**src/rtl/game_timer_120s.sv**
```systemverilog
`default_nettype none
// ============================================================================
//  Module      : game_timer_120s
//  Description : Countdown game clock for the Morse game. Counts down from
//                START_SECONDS in 0.1 s steps on each HundredmsTimeOut tick,
//                gates the upstream tick chain, and flags time-up.
//  Revision    : 1.0 - initial release
// ============================================================================
module game_timer_120s #(
  parameter int START_SECONDS = 120,
  parameter int TICKS_PER_SEC = 10
) (
  input  logic       clk,
  input  logic       rst,
  input  logic       start,
  input  logic       pause,
  input  logic       HundredmsTimeOut,
  output logic       timer_enable,
  output logic [3:0] sec_hundreds,
  output logic [3:0] sec_tens,
  output logic [3:0] sec_ones,
  output logic [3:0] tenths,
  output logic       running,
  output logic       time_up,
  output logic       time_up_pulse
);

  // Start value split into BCD digits once, at elaboration
  localparam logic [3:0] c_hund       = 4'(START_SECONDS / 100);
  localparam logic [3:0] c_tens       = 4'((START_SECONDS / 10) % 10);
  localparam logic [3:0] c_ones       = 4'(START_SECONDS % 10);
  localparam logic [3:0] c_tenths_max = 4'(TICKS_PER_SEC - 1);

  typedef enum logic [1:0] {
    IDLE   = 2'd0,
    RUN    = 2'd1,
    PAUSED = 2'd2,
    DONE   = 2'd3
  } state_t;

  state_t     r_state, w_state_nxt;
  logic [3:0] r_hund, r_tens, r_ones, r_tenths;
  logic [3:0] w_hund_nxt, w_tens_nxt, w_ones_nxt, w_tenths_nxt;
  logic       r_timer_enable, r_running, r_time_up, r_time_up_pulse;
  logic       w_pulse_nxt;
  logic       w_secs_zero;

  assign w_secs_zero = (r_hund == 4'd0) && (r_tens == 4'd0) && (r_ones == 4'd0);

  // Next-state and next-count logic; start outranks pause and tick everywhere
  always_comb begin
    w_state_nxt  = r_state;
    w_hund_nxt   = r_hund;
    w_tens_nxt   = r_tens;
    w_ones_nxt   = r_ones;
    w_tenths_nxt = r_tenths;
    w_pulse_nxt  = 1'b0;

    if (start) begin
      w_state_nxt  = RUN;
      w_hund_nxt   = c_hund;
      w_tens_nxt   = c_tens;
      w_ones_nxt   = c_ones;
      w_tenths_nxt = 4'd0;
    end else begin
      case (r_state)
        IDLE: begin
          // Waiting for start; ticks and pause have no effect
        end
        RUN: begin
          if (pause) begin
            // A tick coinciding with pause is dropped
            w_state_nxt = PAUSED;
          end else if (HundredmsTimeOut) begin
            if (r_tenths != 4'd0) begin
              w_tenths_nxt = r_tenths - 4'd1;
              if (w_secs_zero && (r_tenths == 4'd1)) begin
                w_state_nxt = DONE;
                w_pulse_nxt = 1'b1;
              end
            end else if (!w_secs_zero) begin
              // Borrow from the seconds field, BCD style
              w_tenths_nxt = c_tenths_max;
              if (r_ones != 4'd0) begin
                w_ones_nxt = r_ones - 4'd1;
              end else begin
                w_ones_nxt = 4'd9;
                if (r_tens != 4'd0) begin
                  w_tens_nxt = r_tens - 4'd1;
                end else begin
                  w_tens_nxt = 4'd9;
                  w_hund_nxt = r_hund - 4'd1;
                end
              end
            end else begin
              // Already at 000.0: never underflow, just finish
              w_state_nxt = DONE;
              w_pulse_nxt = 1'b1;
            end
          end
        end
        PAUSED: begin
          if (!pause) begin
            w_state_nxt = RUN;
          end
        end
        DONE: begin
          // Holds 000.0 until a restart
        end
        default: begin
          w_state_nxt = IDLE;
        end
      endcase
    end
  end

  // State, digit and output registers; outputs derive from the next state
  always_ff @(posedge clk) begin
    if (rst) begin
      r_state         <= IDLE;
      r_hund          <= c_hund;
      r_tens          <= c_tens;
      r_ones          <= c_ones;
      r_tenths        <= 4'd0;
      r_timer_enable  <= 1'b0;
      r_running       <= 1'b0;
      r_time_up       <= 1'b0;
      r_time_up_pulse <= 1'b0;
    end else begin
      r_state         <= w_state_nxt;
      r_hund          <= w_hund_nxt;
      r_tens          <= w_tens_nxt;
      r_ones          <= w_ones_nxt;
      r_tenths        <= w_tenths_nxt;
      r_timer_enable  <= (w_state_nxt == RUN);
      r_running       <= (w_state_nxt == RUN);
      r_time_up       <= (w_state_nxt == DONE);
      r_time_up_pulse <= w_pulse_nxt;
    end
  end

  assign timer_enable  = r_timer_enable;
  assign running       = r_running;
  assign time_up       = r_time_up;
  assign time_up_pulse = r_time_up_pulse;
  assign sec_hundreds  = r_hund;
  assign sec_tens      = r_tens;
  assign sec_ones      = r_ones;
  assign tenths        = r_tenths;

endmodule
`default_nettype wire

```
**config.mk**
```make
export PLATFORM = sky130hd
export DESIGN_NAME = game_timer_120s
export DESIGN_NICKNAME = d
export VERILOG_FILES = /design/src/rtl/game_timer_120s.sv
export SDC_FILE = /design/constraint.sdc
export NUM_CORES = 1
export LEC_CHECK = 0
export ABC_CLOCK_PERIOD_IN_PS = 3800
export CAP_MARGIN = 5
export CORE_MARGIN = 1.5
export CORE_UTILIZATION = 43
export DETAILED_ROUTE_END_ITERATION = 10
export MAX_ROUTING_LAYER = met4
export PLACE_DENSITY_LB_ADDON = 0.1
export SLEW_MARGIN = 20
export SYNTH_ARGS = -nofsm -noshare
export SYNTH_HDL_FRONTEND = slang
export SYNTH_SLANG_ARGS = --single-unit
```
**constraint.sdc**
```tcl
create_clock -name clk -period 3.8 [get_ports clk]
set_clock_uncertainty 0.1 [all_clocks]
set_input_delay 0.57 -clock clk [delete_from_list [all_inputs] [get_ports clk]]
set_output_delay 0.57 -clock clk [all_outputs]
set_load 0.1 [all_outputs]
```
==> impl_metrics.yaml <==
run_status:
  status: "finished, final reports clean"
timing:
  fmax_mhz: 369.1
  setup-tns-final_ns: 0
  setup_viol: 0
  drv_slew: 0
  hold_viol_final: 0
  final.period_utilization: 0.7129
  rsz0062_at_grt: "false"
  slew_headroom: 0.3479
  worst_pin_slew_ns: 0.9750
  fin_crit_ns: 2.709
synth:
  synth_top_cell_by_area: "dfxtp_1"
  yosysWarnings: 0
  yosysMostFrequentCell: "dfxtp_1"
  synth-seq-cells: 21
  ys_top_cells_by_count: "21 x dfxtp_1, 15 x a21oi_1, 9 x inv_1, 9 x nand2_1, 9 x o21ai_0"
  synthTopCellsByArea: "dfxtp_1 38%, a21oi_1 6.8%, ha_1 4.5%"
  yosysUniqueCellTypes: 38
  synth_edf_count: 0
  async_reset_ff_frac: 0
  synth_top_area_frac: 0.3784
  syn-num-nets: 140
  synth_flop_cell: "dfxtp_1"
  yosysSeqAreaShare: 0.3784
  avgSynthCellArea_sq_um: 8.481
  netlist_instances: 131
  netlist_area_sq_mm: 0.001111
placement:
  portBuffers: 24
  gp_congestion: 0.8880
  dp_hpwl_um: 1924
  placed_cells: 179
grt:
  grt_start_max_net_pins: 15
  grt_pass1_vias: 910
  grt_pass1_wl_um: 4105
  antenna_found_initial: 0
  track_usage: 0.2035
  overflow: 0
power:
  power_density_mw_per_mm2: 277.4
  peakVddDrop_uv: 247.9
  p_leak_uw: 0.0004502
setup_path:
  startpoint: "sec_hundreds[3]$_SDFFE_PP0P_"
  path_cells: "clkdlybuf4s50_1"
  crit_fanout: 10
  worstPathRequired_ns: 3.13
  arrival_ns: 2.04
  path_delay_family: "buffers and inverters"
  end_kind: "primary output"
  slowest_delay_ns: 1.21
  critPathKind: "reg2out"
  crit_slowest_cell: "clkdlybuf4s50_1"
  cp_num_buf_inv: 1
  cp-start-kind: "flop"
  r2r-start: "sec_hundreds[0]$_SDFFE_PP1P_"
floorplanning:
  start_util: 0.4526
  die-area_sq_mm: 0.002898
  die_x_um: 53.83
  core_sq_mm: 0.002455
  num_rows: 18
  die_h_um: 53.83
  ios: 25
finish:
  layout.nets: 163
  area_growth_pct: 24.32
  diodes: 0
  layoutNonFillerInstCount: 183
  fillers: 222
  drive_gt1_frac: 0.09150
routing:
  drtAntennaViolNets: 0
  num_vias: 1079
  drt-total-wl_um: 2544
  drc: 0
  avgRoutedWirePerCell_um: 13.90
  viasPerCell: 5.896
  first_pass_iters: 4
  drt_first_iter_violations: 27
flow_run:
  drv_cap: 0
clock_tree:
  htreeDepth: 1
  insertion_delay_ns: 0.31
  cts.sinks: 21
  cts.reportedPaths.clkPinSlew_ns: 0.11
  cts_resized: 0
  clockRootBuffer: "clkbuf_4"
  cts-hold-fix-buffers: 0
  cts_tree: "yes"
  cts_setup_buffers: 0
  clockBufferDepth: 2
  numCtsBuffers: 3
hold_path:
  min-delay-start: "tenths[0]$_SDFFE_PP0P_"
  min_path_type: "reg2reg"
[cells by family (layout without fill, tap and decap cells)]
logic type / count (synthesis) / in the layout / synth area share
flip-flops: 21 / 21 / 0.3784
AO/OA/AOI/OAI: 42 / 42 / 0.2455
adder cells (fa/ha/maj): 4 / 4 / 0.04505
AND/OR/NAND/NOR: 49 / 49 / 0.2703
buffers and inverters: 15 / 37 / 0.06081
[final timing paths]
path | to | slack [ns] | cells after the start
max | sec_hundreds[3] | 1.09 | 1
max reg2reg | running$_SDFF_PP0_ | 1.58 | 6
min | tenths[0]$_SDFFE_PP0P_ | 0.39 | 2
min reg2reg | tenths[0]$_SDFFE_PP0P_ | 0.39 | 2
[state kept, by name, summed over array words and instances (netlist names)]
signal,flops
r_state,2
running,1
sec_hundreds,4
sec_ones,4
sec_tens,4
tenths,4
time_up,1
time_up_pulse,1
[worst reg2reg max path: cells and delay by family, from the launching register on]
kind                     cells  cell delay [ns]
buffers and inverters        1             0.10
adder cells (fa/ha/maj)      1             0.16
flip-flops                   1             0.35
AND/OR/NAND/NOR              3             1.12
AO/OA/AOI/OAI                1             0.30
[layer usage]
layer  wire, um  vias up  global-route usage
met5          0        -                   -
li1           -      541                   -
met1       1126      504              0.2427
met2       1258       30              0.3211
met3        126        4             0.02778
met4         33        0              0.1282
[power breakdown]
group          switching, uW  internal [uW]  leakage (uW)  total, uW
combinational           34.3           16.1      0.000266       50.4
clock                   67.3           41.0     0.0000150        108
sequential              2.20            222      0.000170        225
[cell type report]
class | instances | area (sq um) | area share
clock buffers | 4 | 26.28 | 0.01902
inverters | 9 | 33.78 | 0.02446
multi-input cells | 95 | 623.1 | 0.4511
flip-flops and latches | 21 | 420.4 | 0.3043
well taps | 30 | 37.54 | 0.02717
repair buffers | 24 | 240.2 | 0.1739
[metrics by stage]
stage	setup slack (ns)	hold WS (ns)	total power, uW	util	instance area, sq um
6_report	1.091	0.3890	383.2	0.5627	1381
5_1_grt	1.001	0.4374	402.9	0.5627	1381
4_1_cts	1.090	0.3927	387.3	0.5627	1381
3_5_place_dp	1.242	0.3779	279.7	0.5520	1355
3_3_place_gp	1.323	0.3842	278.7	0.5520	1355
2_1_floorplan	1.129	0.4607	265.9	-	1111
[layout by cell type (no fill, tap or decap), types with 4 or more instances in the layout]
cell type        instances
a21oi_1                 15
dfxtp_1                 21
ha_1                     4
nor2_1                   7
o21ai_0                  9
nand3_1                  5
nand2_1                  9
inv_1                    9
nor3_1                   7
clkdlybuf4s50_1         24
(Power assumes the default switching activity.)
==> variant, RTL diff (config.mk and constraints unchanged) <==
Reset style: asynchronous (`rst`), changed in one clocked block.
--- a/src/rtl/game_timer_120s.sv
+++ b/src/rtl/game_timer_120s.sv
@@ -116,5 +116,5 @@
 
   // State, digit and output registers; outputs derive from the next state
-  always_ff @(posedge clk) begin
+  always_ff @(posedge clk or posedge rst) begin
     if (rst) begin
       r_state         <= IDLE;
Function: differs if rst is asserted again (counterexample within 4 cycles, from zero or initial values and one cycle with rst high); with rst held inactive, the same outputs for 10 cycles.
==> variant against the unedited design <==
Sequential cell count unchanged; area after synthesis increased by 12%; register-to-register slack got worse by 0.18 ns; worst setup slack got worse by 0.0089 ns; critical path depth unchanged; design area increased by 11%; die area increased by 11%; sequential share of layout area increased by 4.1 points; routed wire length increased by 5.1%; critical path type unchanged; highest routed layer unchanged.
Power is not compared: it rests on default switching activity, and its combinational part moved more than twofold at a synthesized area within 25%.
==> variant: results (changes against the unedited design) <==
Status
  • Status: completed (unchanged)

Drt
  • Routed vias: 1056 (was 1079)
  • Wirelength per Cell: 14.2 um (was 13.9 um)
  • DR iter-0 viols: 36 (was 27)
  • First drt pass iteration count: 4 (unchanged)
  • Vias per std cell: 5.62 (was 5.90)

Worst setup path
  • Reg2reg setup slack: 1.40 ns (was 1.58 ns)
  • RR Endpoint: sec_tens[3]$_DFFE_PP0P_ (was running$_SDFF_PP0_)
  • Top delay family on crit path: buffers and inverters (unchanged)
  • CP max FO: 8 (was 10)
  • FF-to-FF Start: tenths[0]$_DFFE_PP0P_ (was sec_hundreds[0]$_SDFFE_PP1P_)
  • Crit-path max cell delay: 1.15 ns (was 1.21 ns)
  • Critical Path AT: approximately 2.1 ns
  • Worst Setup SP: sec_tens[1]$_DFFE_PP1P_ (was sec_hundreds[3]$_SDFFE_PP0P_)
  • Critical-path top delay cell: clkdlybuf4s50_1 (unchanged)
  • R2R cell count: 7 (was 6)
  • CP endpoint: sec_tens[1] (was sec_hundreds[3])

Final layout
  • Nets: 171 (was 163)
  • Layout cells sized above 1: 0.0828 (was 0.0915)
  • # diodes: 0 (unchanged)

Place
  • # port buffers: 24 (unchanged)
  • Placer Congestion: 0.886 (was 0.888)
  • Placed cell count: 184 (was 179)
  • HPWL Detailed: 2010 um (was 1920 um)

Power and ir drop
  • Worst VDD drop: between 500 and 600 uV
  • Static Leakage: around 0.63 nW

Logic synthesis
  • YS warnings: 0 (unchanged)
  • Sequential area share after synthesis: 0.425 (was 0.378)
  • Distinct cells, synth: 40 (was 38)
  • Top cells by area, synth: dfrtp_1 38%, ha_1 8.1%, nor2_1 5.7%, dfstp_2 4.2%, inv_1 3.6% (was dfxtp_1 38%, a21oi_1 6.8%, ha_1 4.5%, o21ai_0 4.1%, nor3_1 3.2%)
  • Cell count after synthesis: 133 (was 131)
  • Top FF cell, synth: dfrtp_1 (was dfxtp_1)
  • Post-synth top cells: 19 x dfrtp_1, 19 x nor2_1, 12 x inv_1 (was 21 x dfxtp_1, 15 x a21oi_1, 9 x inv_1, 9 x nand2_1, 9 x o21ai_0)
  • Net Count, Synth: 146 (was 140)
  • Async set-reset flop share out of synthesis: 1.00 (was 0)

GRT
  • Pin count of the biggest net entering global routing: 22 (was 15)
  • Total GRT Usage: 0.196 (was 0.203)
  • First-pass GRT wire length: 4780 um (was 4110 um)
  • Number of global-route vias before repair: 1039 (was 910)
  • Initial antenna violation count: 0 (unchanged)

Clocking
  • H-tree Lvls: 1 (unchanged)
  • Root Driver: clkbuf_4 (unchanged)
  • Postcts setup bufs: 0 (unchanged)
  • CTS Buf Count: 3 (unchanged)
  • Worst-path clk slew: 0.12 ns
  • Worst-Skew Late Latency: approximately 0.3 ns
  • Clock Tree Buf Depth: 2 (unchanged)
  • Post_cts resized: 0 (unchanged)

STA
  • Max-slew headroom: 0.355 (was 0.348)

Hold path
  • Class of the worst hold path: flop to flop (unchanged)
## variant: cell count changes after synthesis, sizes merged, moves of 3 or more
cell    before  now
nand3b       0    3
o21ai       10    1
a21oi       15    9
ha           4    8
a311oi       0    4
nor2         7   19
o31ai        3    0
nor2b        0    4
dfxtp       21    0
dfrtp        0   19
inv          9   12
or4          5    2
## variant: kinds of logic after synthesis
family	share of synthesized area
adder cells (fa/ha/maj)	0.0806
AND/OR/NAND/NOR	0.266
buffers and inverters	0.0514
XOR/XNOR	0.0212
flip-flops	0.425
AO/OA/AOI/OAI	0.156
## variant: layout make-up
| cell class | count | area [um^2] |
|---|---|---|
| inverters | 12 | 45.0 |
| clock buffers | 4 | 26.3 |
| fillers | 261 | 1230 |
| multi-input cells | 96 | 651 |
| repair buffers | 24 | 240 |
| well taps | 31 | 38.8 |
| flip-flops and latches | 21 | 528 |
## variant: power by group
part | total, mW | internal, mW | switching, mW
clock | 0.109 | 0.0408 | 0.0684
combinational | 0.551 | 0.162 | 0.389
sequential | 0.303 | 0.260 | 0.0428
total | 0.963 | 0.463 | 0.500
## variant: how the worst min path moves through the flow
stage	start	end	cells after the start
5_1_grt	sec_hundreds[0]$_DFFE_PP1P_	sec_hundreds[0]$_DFFE_PP1P_	2
2_1_floorplan	rst	r_state[0]$_DFF_PP0_	1
3_3_place_gp	sec_ones[0]$_DFFE_PP0P_	sec_ones[0]$_DFFE_PP0P_	1
4_1_cts	sec_hundreds[0]$_DFFE_PP1P_	sec_hundreds[0]$_DFFE_PP1P_	2
3_5_place_dp	sec_hundreds[0]$_DFFE_PP1P_	sec_hundreds[0]$_DFFE_PP1P_	2
6_report	sec_hundreds[0]$_DFFE_PP1P_	sec_hundreds[0]$_DFFE_PP1P_	2
## variant: per-layer routing
metal  wire length [um]  track usage
met1               1320        0.259
met5                  0            -
met2               1250        0.311
met3                 77       0.0276
met4                 23       0.0664
## variant: worst min-delay path, cell delays in order, from the launching register on
cell and delay [ns]:
dfstp_2 0.41, xnor2_1 0.14, nand2_1 0.05
## variant: stage by stage
stage,hold WS [ns],instance area (um^2),worst slack (ns)
after detailed placement,0.474,1500,1.13
final,0.486,1530,1.08
after global routing,0.498,1530,1.01
after CTS,0.490,1530,1.07
after floorplan,0.445,1240,1.15
after global placement,0.446,1500,1.17
